**config.mk**
```make
export PLATFORM = sky130hd
export DESIGN_NAME = pe_credit_traffic_gen
export DESIGN_NICKNAME = d
export VERILOG_FILES = /design/src/rtl/pe_credit_traffic_gen.sv
export SDC_FILE = /design/constraint.sdc
export NUM_CORES = 1
export LEC_CHECK = 0
export CAP_MARGIN = 25
export CELL_PAD_IN_SITES_DETAIL_PLACEMENT = 0
export CELL_PAD_IN_SITES_GLOBAL_PLACEMENT = 2
export CORE_MARGIN = 3
export CORE_UTILIZATION = 31
export CTS_CLUSTER_SIZE = 28
export DETAILED_ROUTE_END_ITERATION = 7
export PLACE_DENSITY = 0.82
export SYNTH_ARGS = -nofsm -noshare
export SYNTH_HDL_FRONTEND = slang
export SYNTH_SLANG_ARGS = --single-unit
```
**constraint.sdc**
```tcl
create_clock -name clk_i -period 3.1 [get_ports clk_i]
set_clock_uncertainty 0.2 [all_clocks]
set_input_delay 0.31 -clock clk_i [delete_from_list [all_inputs] [get_ports clk_i]]
set_output_delay 0.31 -clock clk_i [all_outputs]
set_load 0.05 [all_outputs]
```
**src/rtl/pe_credit_traffic_gen.sv**
```systemverilog
// pe_credit_traffic_gen: credit-flow traffic generator and receive checker for one router port.
//
// Transmit side injects flits {dest, src=NODE_ID, seq} while it holds a downstream credit.
// It keeps at most CREDITS flits outstanding, and each ci_i pulse returns one credit.
// Receive side accepts every in_valid_i flit and checks the dest field against NODE_ID.
// It also checks the seq field against a per-source expected-sequence table.
//
// Ports:
//   clk_i, rst_ni      clock (rising edge), asynchronous active-low reset
//   start_i            1-cycle pulse: IDLE/DONE -> SEND
//   dest_mode_i        0 = fixed dest_cfg_i, 1 = round-robin over 0..NODES-1 skipping NODE_ID
//   dest_cfg_i         fixed destination
//   gap_cfg_i          idle cycles after each sent flit
//   pkt_limit_i        flits to send, 0 = unlimited
//   ci_i               credit return
//   dataout_o          flit to router, held between sends
//   out_valid_o        one cycle per flit
//   datain_i, in_valid_i  flit from router
//   tx_count_o, rx_count_o  saturating flit counters
//   busy_o, done_o     run status
//   credit_err_o       sticky: credit returned with nothing outstanding
//   rx_err_o           sticky: received flit with wrong dest or out-of-order seq
module pe_credit_traffic_gen #(
    parameter int DATA_W  = 20,
    parameter int ID_W    = 4,
    parameter int CREDITS = 4,
    parameter int NODE_ID = 0,
    parameter int NODES   = 4,
    parameter int CNT_W   = 16
) (
    input  logic              clk_i,
    input  logic              rst_ni,
    input  logic              start_i,
    input  logic              dest_mode_i,
    input  logic [ID_W-1:0]   dest_cfg_i,
    input  logic [CNT_W-1:0]  gap_cfg_i,
    input  logic [CNT_W-1:0]  pkt_limit_i,
    input  logic              ci_i,
    output logic [DATA_W-1:0] dataout_o,
    output logic              out_valid_o,
    input  logic [DATA_W-1:0] datain_i,
    input  logic              in_valid_i,
    output logic [CNT_W-1:0]  tx_count_o,
    output logic [CNT_W-1:0]  rx_count_o,
    output logic              busy_o,
    output logic              done_o,
    output logic              credit_err_o,
    output logic              rx_err_o
);
    localparam int SEQ_W = DATA_W - 2 * ID_W;
    localparam int IDX_W = $clog2(NODES);
    localparam logic [ID_W-1:0]  MY_ID    = ID_W'(NODE_ID);
    localparam logic [ID_W-1:0]  LAST_ID  = ID_W'(NODES - 1);
    localparam logic [ID_W-1:0]  RR_FIRST = (NODE_ID == 0) ? ID_W'(1) : '0;
    localparam logic [ID_W:0]    NODES_L  = (ID_W + 1)'(NODES);
    localparam logic [CNT_W-1:0] CRED_L   = CNT_W'(CREDITS);

    typedef enum logic [2:0] {IDLE, SEND, GAP, DRAIN, DONE} state_e;

    state_e             state_q;
    logic [CNT_W-1:0]   used_q, gap_q, tx_q, rx_q;
    logic [SEQ_W-1:0]   seq_q;
    logic [ID_W-1:0]    rr_q;
    logic [DATA_W-1:0]  dataout_q;
    logic               out_valid_q, credit_err_q, rx_err_q;
    logic [SEQ_W-1:0]   exp_q [NODES];

    logic               send, limit_hit;
    logic [CNT_W-1:0]   tx_d;
    logic [ID_W-1:0]    dest_d, rr_d;

    // Next round-robin target: step once, and step again if that lands on our own ID.
    function automatic logic [ID_W-1:0] rr_step(input logic [ID_W-1:0] p);
        return (p == LAST_ID) ? '0 : p + 1'b1;
    endfunction

    assign send      = (state_q == SEND) && (used_q < CRED_L);
    assign tx_d      = (&tx_q) ? tx_q : tx_q + 1'b1;
    // >= rather than == so a limit lowered mid-run still terminates the run.
    assign limit_hit = (pkt_limit_i != '0) && (tx_d >= pkt_limit_i);
    assign dest_d    = dest_mode_i ? rr_q : dest_cfg_i;
    assign rr_d      = (rr_step(rr_q) == MY_ID) ? rr_step(rr_step(rr_q)) : rr_step(rr_q);

    always_ff @(posedge clk_i or negedge rst_ni) begin
        if (!rst_ni) begin
            state_q      <= IDLE;
            used_q       <= '0;
            gap_q        <= '0;
            tx_q         <= '0;
            seq_q        <= '0;
            rr_q         <= RR_FIRST;
            dataout_q    <= '0;
            out_valid_q  <= 1'b0;
            credit_err_q <= 1'b0;
        end else begin
            out_valid_q <= send;
            if (send) begin
                dataout_q <= {dest_d, MY_ID, seq_q};
                seq_q     <= seq_q + 1'b1;
                rr_q      <= rr_d;
                tx_q      <= tx_d;
            end
            // A send and a credit return in the same cycle cancel out.
            if (send && !ci_i)
                used_q <= used_q + 1'b1;
            else if (!send && ci_i && used_q != '0)
                used_q <= used_q - 1'b1;
            if (!send && ci_i && used_q == '0)
                credit_err_q <= 1'b1;
            case (state_q)
                IDLE:  if (start_i) state_q <= SEND;
                SEND: begin
                    if (send) begin
                        state_q <= limit_hit ? DRAIN : (gap_cfg_i != '0) ? GAP : SEND;
                        // Loaded one short: the cycle leaving GAP is itself an idle cycle.
                        gap_q   <= gap_cfg_i - 1'b1;
                    end
                end
                GAP: begin
                    if (gap_q == '0)
                        state_q <= SEND;
                    else
                        gap_q <= gap_q - 1'b1;
                end
                DRAIN: if (used_q == '0) state_q <= DONE;
                DONE: begin
                    if (start_i) begin
                        state_q <= SEND;
                        tx_q    <= '0;
                    end
                end
                default: state_q <= IDLE;
            endcase
        end
    end

    logic [ID_W-1:0]  rx_dst, rx_src;
    logic [SEQ_W-1:0] rx_seq, rx_exp;
    logic [IDX_W-1:0] rx_idx;
    logic             rx_src_ok, rx_bad;

    assign rx_dst    = datain_i[SEQ_W+ID_W +: ID_W];
    assign rx_src    = datain_i[SEQ_W +: ID_W];
    assign rx_seq    = datain_i[SEQ_W-1:0];
    assign rx_src_ok = {1'b0, rx_src} < NODES_L;
    assign rx_idx    = rx_src[IDX_W-1:0];
    assign rx_exp    = exp_q[rx_idx];
    assign rx_bad    = (rx_dst != MY_ID) || !rx_src_ok || (rx_seq != rx_exp);

    always_ff @(posedge clk_i or negedge rst_ni) begin
        if (!rst_ni) begin
            rx_q     <= '0;
            rx_err_q <= 1'b0;
            for (int i = 0; i < NODES; i++) exp_q[i] <= '0;
        end else if (in_valid_i) begin
            rx_q <= (&rx_q) ? rx_q : rx_q + 1'b1;
            if (rx_src_ok) exp_q[rx_idx] <= rx_exp + 1'b1;
            if (rx_bad) rx_err_q <= 1'b1;
        end
    end

    assign dataout_o    = dataout_q;
    assign out_valid_o  = out_valid_q;
    assign tx_count_o   = tx_q;
    assign rx_count_o   = rx_q;
    assign busy_o       = (state_q == SEND) || (state_q == GAP) || (state_q == DRAIN);
    assign done_o       = (state_q == DONE);
    assign credit_err_o = credit_err_q;
    assign rx_err_o     = rx_err_q;
endmodule
```
==> results.json <==
{
  "routabilityCongestion": 0.833,
  "crit_start": "used_q[14]$_DFFE_PN0P_",
  "slew_headroom_pct": 51.6,
  "drc": 0,
  "syn_area_um2": 8920,
  "syn_inst": 976,
  "worstSkewPairLatency_ns": 0.42,
  "crit_required_ns": 3.21,
  "timing.final.ws_setup_ns": -0.132,
  "worstPathArrival_ns": 3.34,
  "r2r-start": "used_q[14]$_DFFE_PN0P_",
  "ys_types": 68,
  "final_core_util_pct": 44.3,
  "period_share_pct": 104,
  "reg2reg_slack_ns": -0.13,
  "r2r_end": "used_q[15]$_DFFE_PN0P_",
  "die_area_um2": 30800,
  "die_y_um": 176,
  "hpwl_um": 18000,
  "critPathLaunchType": "register",
  "violations": "negative setup slack",
  "layout_common_cells": "136 x nand2_1, 134 x dfrtp_1, 125 x buf_4",
  "layout.nets": 1303,
  "preCtsSetupSlack_ns": -0.254,
  "die_w_um": 176,
  "numPortBuffers": 114,
  "post-route-min-period_ns": 3.23,
  "status": "finished, violations left",
  "cts_buffers": 17,
  "reg2regPathDepth": 11,
  "num_io_pins": 119,
  "wirelength_um": 24600,
  "total_power_w": 0.00785,
  "initial_core_util_pct": 31.8,
  "fp.coreArea_um2": 28100,
  "synthMuxAreaShare_pct": 6.80,
  "track_usage_pct": 15.9,
  "slew_violations": 0,
  "final-instance-count-excl-fill": 1594,
  "synth-xor-area-share_pct": 8.05,
  "synth_edf_count": 0,
  "hp-class": "in -> async",
  "p_leak_nw": 5.30,
  "synth-simple-area-share_pct": 19.9,
  "htree_levels": 4,
  "p_per_area_nw_per_um2": 631,
  "tightest_slew_ns": 0.721,
  "clock-root-buffer": "clkbuf_16",
  "synth_compound_area_share_pct": 13.9,
  "grt-ovfl-total": 0,
  "final-setup-viol-count": 9,
  "worstSetupPathType": "reg -> reg",
  "antenna_cells": 0,
  "synthAdderAreaFrac_pct": 5.41,
  "seq_area_frac_synth_pct": 42.1,
  "rows": 61,
  "grt_pass1_wl_um": 40200,
  "routedWlPerCell_um": 15.4,
  "first_iter_violations": 374,
  "hold_viol_final": 0,
  "rsz0062_at_grt": "true",
  "cts_tree": "done",
  "area_growth_syn_to_layout_pct": 39.3,
  "vias": 7908,
  "firstDrtPassIters": 5,
  "dominantRegCellSynth": "dfrtp_1",
  "syn_avg_cell_area_um2": 9.14,
  "clockBufferDepth": 2,
  "vias_per_cell": 4.96,
  "crit_path_max_fanout": 4,
  "async_flop_share_pct": 100,
  "grt_max_degree": 54,
  "peakVddDrop_mv": 0.301,
  "synth_top_family_by_area": "simple AND/OR/NAND/NOR gates",
  "cts.sinks": 150,
  "clkTransAtPathRegs_ns": 0.07,
  "drv_cap": 0,
  "layout_commonest_cell": "nand2_1",
  "place_inst": 1553,
  "grt_pass1_vias": 7813,
  "synth-seq-cells": 150,
  "max_freq_mhz": 309,
  "antenna_left": 0,
  "antenna_found_initial": 0,
  "worstSetupEndpointType": "register",
  "yosysWarnings": 0,
  "final_layout_size_suffix_gt1_share_pct": 22.0
}
metal layers:
metal	up-vias	global-route usage (%)	wire [um]
met5	-	0	0
met4	0	3.83	257
met3	18	3.35	1140
met2	158	26.2	11700
met1	3805	21.4	11400
li1	3927	-	-
cell families (layout without fill, tap and decap cells):
group,after synthesis,in the layout
buffers and inverters,75,311
adders and majority gates,38,38
DFF,150,150
xor gates and xnor gates,82,82
muxes,41,41
and+or+nand+nor,381,382
AOI/OAI and AO/OA,208,208
other,1,4
area by class of cell:
cell class | instances | area (um^2)
flip-flops and latches | 150 | 3770
well taps | 378 | 473
clock buffers | 17 | 425
multi-input cells | 755 | 5230
inverters | 30 | 113
clock inverters | 15 | 203
fillers | 2722 | 15700
repair buffers | 249 | 2210
synth_stat cells, types with 3 or more instances:
| cell type | count | area share, % |
|---|---|---|
| nand3_1 | 25 | 1.4 |
| a211oi_1 | 11 | 0.93 |
| nor3_1 | 29 | 1.6 |
| or3_1 | 7 | 0.49 |
| and3_1 | 6 | 0.42 |
| a31oi_1 | 10 | 0.70 |
| a2111oi_0 | 4 | 0.39 |
| and2_1 | 6 | 0.42 |
| nor2b_1 | 5 | 0.35 |
| nand2b_1 | 8 | 0.56 |
| nor2_1 | 97 | 4.1 |
| o21a_1 | 7 | 0.59 |
| o21ai_0 | 63 | 3.5 |
| nand4_1 | 22 | 1.5 |
| buf_1 | 4 | 0.17 |
| dfrtp_1 | 149 | 42 |
| o41ai_1 | 3 | 0.29 |
| xnor2_1 | 50 | 4.9 |
| and4_1 | 6 | 0.59 |
| or4_1 | 3 | 0.25 |
| mux2_2 | 17 | 2.1 |
| mux4_1 | 10 | 2.9 |
| buf_2 | 14 | 0.79 |
| a21oi_1 | 73 | 4.1 |
| inv_1 | 29 | 1.2 |
| or2_2 | 4 | 0.28 |
| ha_1 | 37 | 5.2 |
| mux2i_1 | 13 | 1.5 |
| nand3b_1 | 3 | 0.25 |
| xor2_1 | 32 | 3.1 |
| nor4_1 | 12 | 0.84 |
| o22ai_1 | 4 | 0.28 |
| o211ai_1 | 6 | 0.50 |
| clkbuf_1 | 21 | 0.88 |
| buf_4 | 4 | 0.34 |
| nand2_1 | 139 | 5.8 |
worst max-delay path by stage:
stage | end | slack [ns] | cells after the start
CTS | used_q[15]$_DFFE_PN0P_ | -0.18 | 11
global route | used_q[15]$_DFFE_PN0P_ | -0.31 | 11
global placement | used_q[15]$_DFFE_PN0P_ | -0.22 | 11
finish | used_q[15]$_DFFE_PN0P_ | -0.13 | 11
floorplan | state_q[1]$_DFFE_PN0P_ | -0.19 | 13
detailed placement | used_q[15]$_DFFE_PN0P_ | -0.25 | 11
worst max-delay path, cell delays in order (launching register included):
cell and delay [ns]:
dfrtp_1 0.39, nor4_2 0.31, nand4_1 0.20, or3_4 0.42, ha_1 0.36, nand3_4 0.10, a2111oi_4 0.35, buf_4 0.18
o21ai_2 0.06, o211ai_1 0.12, mux2_4 0.33, xnor2_1 0.12
report_power, final:
group / internal [W] / switching, W / total, W / leakage, nW
clock network: 0.00124 / 0.000961 / 0.00220 / 0.309
registers: 0.00231 / 0.000249 / 0.00256 / 1.83
logic: 0.00156 / 0.00153 / 0.00309 / 3.16
timing repair:
| action | CTS | global route |
|---|---|---|
| gates resized for setup | 34 | 31 |
| endpoints found under the setup margin | 11 | 12 |
| hold buffers | 1 | 0 |
| endpoints found under the hold margin | 50 | 0 |
| buffers inserted | 3 | 5 |
| gates cloned | 1 | 0 |
| pin swaps | 17 | 21 |
per-stage QoR:
stage / setup TNS (ns) / hold slack, ns / area [um^2]
final: -0.725 / 0.207 / 12400
after CTS: -1.10 / 0.225 / 12200
after detailed placement: -1.54 / 0.102 / 11400
after global placement: -1.11 / 0.110 / 11400
after floorplan: -0.378 / -0.186 / 9030
after global routing: -2.53 / 0.262 / 12400
state kept, by name, summed over array words and instances, names as in the netlist:
register and flops:
dataout_o 16, state_q 3, gap_q 16, out_valid_o 1
credit_err_o 1, rx_err_o 1, seq_q 12, tx_count_o 16
exp_q 48, used_q 16, rx_count_o 16, rr_q 4
Power figures use the tool's default switching activity.
